**config.mk**
```make
export PLATFORM = sky130hd
export DESIGN_NAME = biriscv_fetch_unpack
export DESIGN_NICKNAME = d
export VERILOG_FILES = /design/src/rtl/biriscv_fetch_pkg.sv /design/src/rtl/biriscv_fetch_fifo.sv /design/src/rtl/biriscv_fetch_unpack.sv
export SDC_FILE = /design/constraint.sdc
export NUM_CORES = 1
export LEC_CHECK = 0
export ABC_CLOCK_PERIOD_IN_PS = 6300
export BUFFER_PORTS_ARGS = -buffer_cell sky130_fd_sc_hd__buf_2
export CORE_MARGIN = 5
export CORE_UTILIZATION = 35
export CTS_CLUSTER_DIAMETER = 100
export DETAILED_ROUTE_END_ITERATION = 10
export GPL_TIMING_DRIVEN = 0
export SLEW_MARGIN = 15
export SYNTH_ARGS = -nofsm -noshare
export SYNTH_HDL_FRONTEND = slang
export SYNTH_SLANG_ARGS = --single-unit
```
**constraint.sdc**
```tcl
create_clock -name clk -period 6.3 [get_ports clk]
set_clock_uncertainty 0.1 [all_clocks]
set_input_delay 0.63 -clock clk [delete_from_list [all_inputs] [get_ports clk]]
set_output_delay 0.63 -clock clk [all_outputs]
set_load 0.05 [all_outputs]
```
**src/rtl/biriscv_fetch_pkg.sv**
```systemverilog
// Shared types for the fetch unpack stage: buffered fetch-word entry and
// the half-select used to walk its two instructions.
package biriscv_fetch_pkg;

    localparam int FETCH_PC_W = 29;

    typedef enum logic {
        HALF_LO = 1'b0,
        HALF_HI = 1'b1
    } half_e;

    typedef struct packed {
        logic [63:0]           data;
        logic [FETCH_PC_W-1:0] pc;
        half_e                 start;
        logic                  error;
    } fetch_entry_t;

    // Errored words carry no usable instruction bits
    function automatic logic [31:0] entry_instr(fetch_entry_t e, half_e h);
        if (e.error)
            return 32'h0;
        return (h == HALF_HI) ? e.data[63:32] : e.data[31:0];
    endfunction

endpackage

```
**src/rtl/biriscv_fetch_fifo.sv**
```systemverilog
// Generic circular push/pop FIFO with wrapping pointers and a flush.
// Storage is unreset; the head is only meaningful while valid is high.
module biriscv_fetch_fifo #(
    parameter int WIDTH = 8,
    parameter int DEPTH = 2
) (
    input  logic             clk,
    input  logic             rst,
    input  logic             flush,
    input  logic             push,
    input  logic [WIDTH-1:0] push_data,
    input  logic             pop,
    output logic [WIDTH-1:0] head,
    output logic             valid,
    output logic             full
);

    localparam int AW = $clog2(DEPTH);
    localparam int CW = AW + 1;

    logic [WIDTH-1:0] mem [DEPTH];
    logic [AW-1:0]    rd_ptr;
    logic [AW-1:0]    wr_ptr;
    logic [CW-1:0]    count;
    logic             do_push;
    logic             do_pop;

    assign valid   = (count != '0);
    assign full    = (count == CW'(DEPTH));
    assign do_push = push && !full;
    assign do_pop  = pop && valid;
    assign head    = mem[rd_ptr];

    always_ff @(posedge clk or posedge rst) begin
        if (rst) begin
            rd_ptr <= '0;
            wr_ptr <= '0;
            count  <= '0;
        end else if (flush) begin
            rd_ptr <= '0;
            wr_ptr <= '0;
            count  <= '0;
        end else begin
            if (do_push)
                wr_ptr <= wr_ptr + 1'b1;
            if (do_pop)
                rd_ptr <= rd_ptr + 1'b1;
            count <= count + CW'(do_push) - CW'(do_pop);
        end
    end

    always_ff @(posedge clk) begin
        if (do_push && !flush)
            mem[wr_ptr] <= push_data;
    end

endmodule

```
**src/rtl/biriscv_fetch_unpack.sv**
```systemverilog
// Splits buffered 64-bit fetch words into 32-bit instructions.
// Optional handshake counter port: FETCH_UNPACK_STATS_EN.
module biriscv_fetch_unpack
    import biriscv_fetch_pkg::*;
#(
    parameter int DEPTH = 2
) (
    input  logic        clk,
    input  logic        rst,
    input  logic        fetch_valid,
    input  logic [63:0] fetch_data,
    input  logic [31:0] fetch_pc,
    input  logic        fetch_error,
    output logic        fetch_accept,
    input  logic        flush,
    output logic        instr_valid,
    output logic [31:0] instr_data,
    output logic [31:0] instr_pc,
    output logic        instr_fault,
    input  logic        instr_ready
`ifdef FETCH_UNPACK_STATS_EN
    ,
    output logic [31:0] instr_count
`endif
);

    localparam int EW = $bits(fetch_entry_t);

    fetch_entry_t   push_entry;
    fetch_entry_t   head;
    logic [EW-1:0]  head_raw;
    logic           head_valid;
    logic           full;
    logic           push;
    logic           pop;
    logic           hs;
    half_e          half_q;
    half_e          half_sel;
    logic           unused_pc;

    assign unused_pc    = ^fetch_pc[1:0];
    assign fetch_accept = !full && !flush;
    assign push         = fetch_valid && fetch_accept;

    always_comb begin
        push_entry       = '0;
        push_entry.data  = fetch_data;
        push_entry.pc    = fetch_pc[31:3];
        push_entry.start = half_e'(fetch_pc[2]);
        push_entry.error = fetch_error;
    end

    biriscv_fetch_fifo #(
        .WIDTH (EW),
        .DEPTH (DEPTH)
    ) u_fifo (
        .clk       (clk),
        .rst       (rst),
        .flush     (flush),
        .push      (push),
        .push_data (push_entry),
        .pop       (pop),
        .head      (head_raw),
        .valid     (head_valid),
        .full      (full)
    );

    assign head = head_raw;

    // half_q only records that the lower half of the head was consumed
    assign half_sel = (head.start == HALF_HI || half_q == HALF_HI)
                    ? HALF_HI : HALF_LO;
    assign hs  = head_valid && instr_ready && !flush;
    assign pop = hs && (head.error || half_sel == HALF_HI);

    always_ff @(posedge clk or posedge rst) begin
        if (rst)
            half_q <= HALF_LO;
        else if (flush || pop)
            half_q <= HALF_LO;
        else if (hs)
            half_q <= HALF_HI;
    end

    always_comb begin
        instr_valid = head_valid;
        instr_data  = 32'h0;
        instr_pc    = 32'h0;
        instr_fault = 1'b0;
        if (head_valid) begin
            instr_data  = entry_instr(head, half_sel);
            instr_pc    = {head.pc, half_sel, 2'b00};
            instr_fault = head.error;
        end
    end

`ifdef FETCH_UNPACK_STATS_EN
    always_ff @(posedge clk or posedge rst) begin
        if (rst)
            instr_count <= 32'h0;
        else if (hs)
            instr_count <= instr_count + 32'h1;
    end
`endif

endmodule

```
# [After elaboration in Yosys (flattened, before gate mapping)]
# Memories as Yosys holds them, arrays and structs flattened.
# Index checks and enable logic that the tools add are counted.
[op_classes] eq_ne=1 n_mux=18 bitwise=0 order_cmp=0 shifts=0 mul=0 n_reduce_logical=17 n_div=0 n_addsub=4
[op_table] cell="32-bit 2-to-1 mux" count=5
[op_table] cell="1-bit 2-to-1 mux" count=12
[op_table] cell="1-bit logical AND" count=8
[op_table] cell="2-bit nonzero test" count=4
[op_table] cell="1-bit logical OR" count=3
[op_table] cell="1-bit adder, second input constant" count=2
[op_table] cell="2-bit by 1-bit adder with 2-bit output" count=1
[op_table] cell="2-bit equality test, second input constant" count=1
[op_table] cell="1-bit zero test" count=2
[op_table] cell="2-bit 2-to-1 mux" count=1
[op_table] cell="2-bit by 1-bit subtractor with 2-bit output" count=1
[word_totals] elab_cells=45 mem_count=1 mem_bits_rw=190 regBits=5 latch_bits=0 rom_bits=0
[mem_list] memory="u_fifo.mem" depth=2 width=95 read_ports=1 rd_clocked_by_memory_dff=0 wr=1 line="biriscv_fetch_fifo.sv:21" rtl="logic [WIDTH-1:0] mem [DEPTH];"

# [Depth between registers and ports, before layout]
[logic_depth] depth_word=8 depth_mapped=9 mapped_depth_nobuf=7

# [Cells and area by module]
# Synthesis repeated with hierarchy kept, for this count alone.
[hier_totals] hier_cells=481 hier_area_um2=8298.0
[by_module_without_submodules] mod="biriscv_fetch_fifo" n_inst=1 area_each_um2=7302.0 cells_each=320
[by_module_without_submodules] mod="biriscv_fetch_unpack" n_inst=1 area_each_um2=996.0 cells_each=161

# [Worst setup path before layout]
# OpenSTA, ideal clock, no wires.
[synth_path] path_kind="input-to-reg" from="in flush" to="mem u_fifo.mem[0][0] in the netlist's numbering, enable pin" required_time_ps=5650 setup_ps=550 cell_stages=3 arrival_time_ps=4794 setup_slack_ps=856 cell_sequence="inv_1 -> o211ai_1 -> nor2_1"
[synth_between] elab_chain_len=7
[synth_lines] item="from (decl)" line="biriscv_fetch_unpack.sv:15" rtl="input logic flush,"
[synth_lines] item="1-bit zero test *" line="biriscv_fetch_fifo.sv:53, biriscv_fetch_unpack.sv:42"
[synth_lines] item="1-bit logical AND" line="biriscv_fetch_unpack.sv:42" rtl="assign fetch_accept = !full && !flush;"
[synth_lines] item="1-bit logical AND" line="biriscv_fetch_unpack.sv:43" rtl="assign push = fetch_valid && fetch_accept;"
[synth_lines] item="1-bit logical AND" line="biriscv_fetch_fifo.sv:30" rtl="assign do_push = push && !full;"
[synth_lines] item="1-bit logical AND *" line="biriscv_fetch_fifo.sv:53" rtl="if (do_push && !flush)"
[synth_lines] item="1-bit 2-to-1 mux *" line="biriscv_fetch_fifo.sv:53"
[synth_lines] item="1-bit 2-to-1 mux (not written as such) *" line="biriscv_fetch_fifo.sv:54" rtl="mem[wr_ptr] <= push_data;"
[synth_lines] item="to (decl)" line="biriscv_fetch_fifo.sv:21"
# Every way passes the cells marked *; elsewhere a longest branch is shown, timed or not.

# [Worst setup path in the final report]
[layout_path] from="mem u_fifo.mem[0][1] in the netlist's numbering" to="out instr_data[15]"
[layout_between] elab_chain_len=6
[layout_lines] item="memory read 2 x 95 bit"
[layout_lines] item="1-bit logical OR" line="biriscv_fetch_unpack.sv:71" rtl="assign half_sel = (head.start == HALF_HI || half_q == HALF_HI)"
[layout_lines] item="1-bit 2-to-1 mux" line="biriscv_fetch_unpack.sv:72" rtl="? HALF_HI : HALF_LO;"
[layout_lines] item="32-bit 2-to-1 mux (2 in series)" line="biriscv_fetch_pkg.sv:23" rtl="return (h == HALF_HI) ? e.data[63:32] : e.data[31:0];"
[layout_lines] item="32-bit 2-to-1 mux" line="biriscv_fetch_unpack.sv:90" rtl="if (head_valid) begin"
[layout_lines] item="to (decl)" line="biriscv_fetch_unpack.sv:17" rtl="output logic [31:0] instr_data,"
# Every way passes these cells.

==> results.md <==
* YS warnings at 0
* Port Buffers at 164
* Fillers at 1950
* Max-slew violation count at 0
* Distinct cells, synth at 31
* Highest metal used: met5
* ANT cells at 0
* Least-Margin Pin Slew at 0.856 ns
* Minimum clock period at 3.04 ns
* Final Wtd Congestion at 0.751
* Crit-path cells: buf_2 -> nor2_2 -> buf_2 -> a211oi_1 -> a211oi_1 -> buf_2
* Clock Path Buffers at 2
* Die Height at 160 um
* WL met3 at 1180 um
* Fmax at 329 MHz
* RSZ-0062 raised after global routing: false
* Endpoint class of the critical path: output pin
* Clock slew at reported path FFs at 0.08 ns
* DP Worst Slack at 3.56 ns
* Synth Flop Type: edfxtp_1
* Final setup fails at 0
* Clock sink count at 195
* Min-Delay Path Class: primary input to flip-flop
* Vias per inst at 4.91
* Pwr Density at 337 mW/mm2
* Crit start category: flip-flop
* Vias in the first global route at 5063
* CTS tree: yes
* CP Max Fanout at 10
* WL met1 at 7970 um
* Post-layout util at 44.5%
* Clock Tree Root: clkbuf_16
* Post-Syn Area at 0.00785 mm2
* Hold WS at 0.277 ns
* Number of synthesized flops with an enable pin at 190
* DRT iter0 DRCs at 216
* Outcome: complete, no violations
* Crit share post-route at 48.2%
* Drt first pass iters at 4
* I/O Pins at 169
* Total grt overflow at 0
* HPWL after DPL at 12800 um
* Maximum vdd drop at 0.176 mV
* Final nets at 747
* Chip width at 160 um
* Drt total wl at 18600 um
* Critical path class: flip-flop to output pin
* Initial antenna violation count at 2
* Max cap viols at 0
* Vias at 4600
* Row count at 54
* Slew headroom at 42.8%
* Core Box Area at 0.0220 mm2
* WP data required at 5.57 ns
* Num CTS Buffers at 17
* TNS Setup at 0 ns
* Hold Fails Final Rpt at 0
* Clk_lat worst skew at 0.42 ns
* Initial Util at 35.8%
* Synthesized area per cell at 17.3 um2
* Flops & latches, synth at 195
* Post-Syn Instances at 454
* Share of post-route cells with drive strength above 1 at 38.7%
* Worst r2r src: u_fifo.count[1]$_DFF_PP0_
* CP max stage delay at 0.35 ns
* Critical Path AT at 2.31 ns
* Tot Pwr at 3290 uW
* Pleak at 0.00362 uW
* Post-CTS sizing at 0
* Avg WL per Cell at 19.9 um
* DRC violations left at 0
* Crit path launch: u_fifo.mem[0][1]$_DFFE_PP_
* Wire length on met2 at 9310 um
* Async set-reset flop share out of synthesis at 2.56%
* Slowest-stage cell, CP: edfxtp_1
* Post-DRT Antenna Nets at 0
* Synthesis-to-layout area growth at 24.3%
* Worst setup slack after layout at 3.26 ns
* Die area at 0.0255 mm2
* Largest net degree at the start of global routing at 50
* Most used cell, CP: buf_2
* CTS H-tree lvls at 4
* Register area share after synthesis at 74.2%
* First-pass GRT wire length at 29000 um
* Total track usage at 14.7%
* Hold Path Origin: fetch_pc[15]
[critical path: cells and delay by family (launching register included)]
family | cells | cell delay [ns]
buffers and inverters | 3 | 0.84
AO/OA/AOI/OAI | 2 | 0.45
flip-flops | 1 | 0.35
AND/OR/NAND/NOR | 1 | 0.24
[power by group]
| part | leakage (uW) | switching (uW) | internal (uW) |
|---|---|---|---|
| Sequential | 0.00181 | 21.5 | 1510 |
| Combinational | 0.00151 | 468 | 169 |
| Clock | 0.000298 | 514 | 607 |
| Total | 0.00362 | 1000 | 2280 |
[cells in the mapped netlist (2+ instances only)]
| cell | n | share of area, % |
|---|---|---|
| a211oi_1 | 45 | 4.3 |
| a211oi_2 | 20 | 3.2 |
| a21oi_1 | 2 | 0.13 |
| buf_2 | 14 | 0.89 |
| buf_4 | 5 | 0.48 |
| buf_6 | 8 | 1.1 |
| clkbuf_1 | 6 | 0.29 |
| dfrtp_1 | 5 | 1.6 |
| edfxtp_1 | 190 | 73 |
| ha_1 | 2 | 0.32 |
| inv_1 | 7 | 0.33 |
| mux2i_1 | 63 | 8.0 |
| nand2_1 | 3 | 0.14 |
| nor2_1 | 34 | 1.6 |
| nor2b_1 | 2 | 0.16 |
| nor3_1 | 2 | 0.13 |
| o21a_1 | 32 | 3.1 |
[area by class of cell]
type	instances	area [um2]	share of cell area, %
sequential	195	5830	59.7
multi-input combinational	219	1790	18.3
timing repair buffer	169	926	9.48
clock buffer	17	425	4.36
tap	280	350	3.59
buffer	33	220	2.26
clock inverter	15	193	1.97
inverter	8	30.0	0.308
[what timing repair did]
action | CTS | global route
endpoints found under the hold margin | 5 | 0
hold buffers | 1 | 0
buffers inserted | 0 | 0
[placed cells by master (no fill, tap or decap), types with 7 or more instances in the layout]
cell type	instances
o21a_1	32
buf_2	178
buf_6	8
inv_1	7
mux2i_1	63
nor2_1	33
edfxtp_1	190
clkbuf_16	17
a211oi_1	45
a211oi_2	20
[state kept, by name, summed over array words and instances (netlist names)]
register / count
u_fifo.mem: 190
u_fifo.rd_ptr: 1
u_fifo.count: 2
u_fifo.wr_ptr: 1
half_q: 1
[per-stage QoR]
step                std cells  area [um2]
detailed placement        903        9140
floorplan                 455        7860
finish                    936        9760
CTS                       936        9760
global route              936        9760
global placement          899        9030
[per-layer routing]
layer	track usage, %	vias to the layer above
met5	0	-
met4	3.25	4
met3	4.61	13
met2	25.0	147
met1	18.5	2277
li1	-	2159
[path summary, 6_finish.rpt]
path / end / slack, ns / depth (start not counted)
max: instr_data[15] / 3.26 / 6
min: u_fifo.mem[1][14]$_DFFE_PP_ / 0.28 / 1
max reg2reg: u_fifo.mem[0][24]$_DFFE_PP_ / 3.95 / 5
min reg2reg: u_fifo.wr_ptr$_DFFE_PP0P_ / 0.48 / 1
max in group asynchronous: u_fifo.rd_ptr$_DFFE_PP0P_ / 5.34 / 3
min in group asynchronous: u_fifo.count[0]$_DFF_PP0_ / 0.58 / 3
[logic make-up after synthesis]
group,Yosys count,synth area share [%]
buffers and inverters,41,3.19
multiplexers,63,8.03
other,1,0.0477
AND/OR/NAND/NOR,47,2.90
AO/OA/AOI/OAI,103,11.1
flip-flops,195,74.2
XOR/XNOR,2,0.223
adder cells (fa/ha/maj),2,0.319
Note: power is estimated with default switching activity, not from simulation.
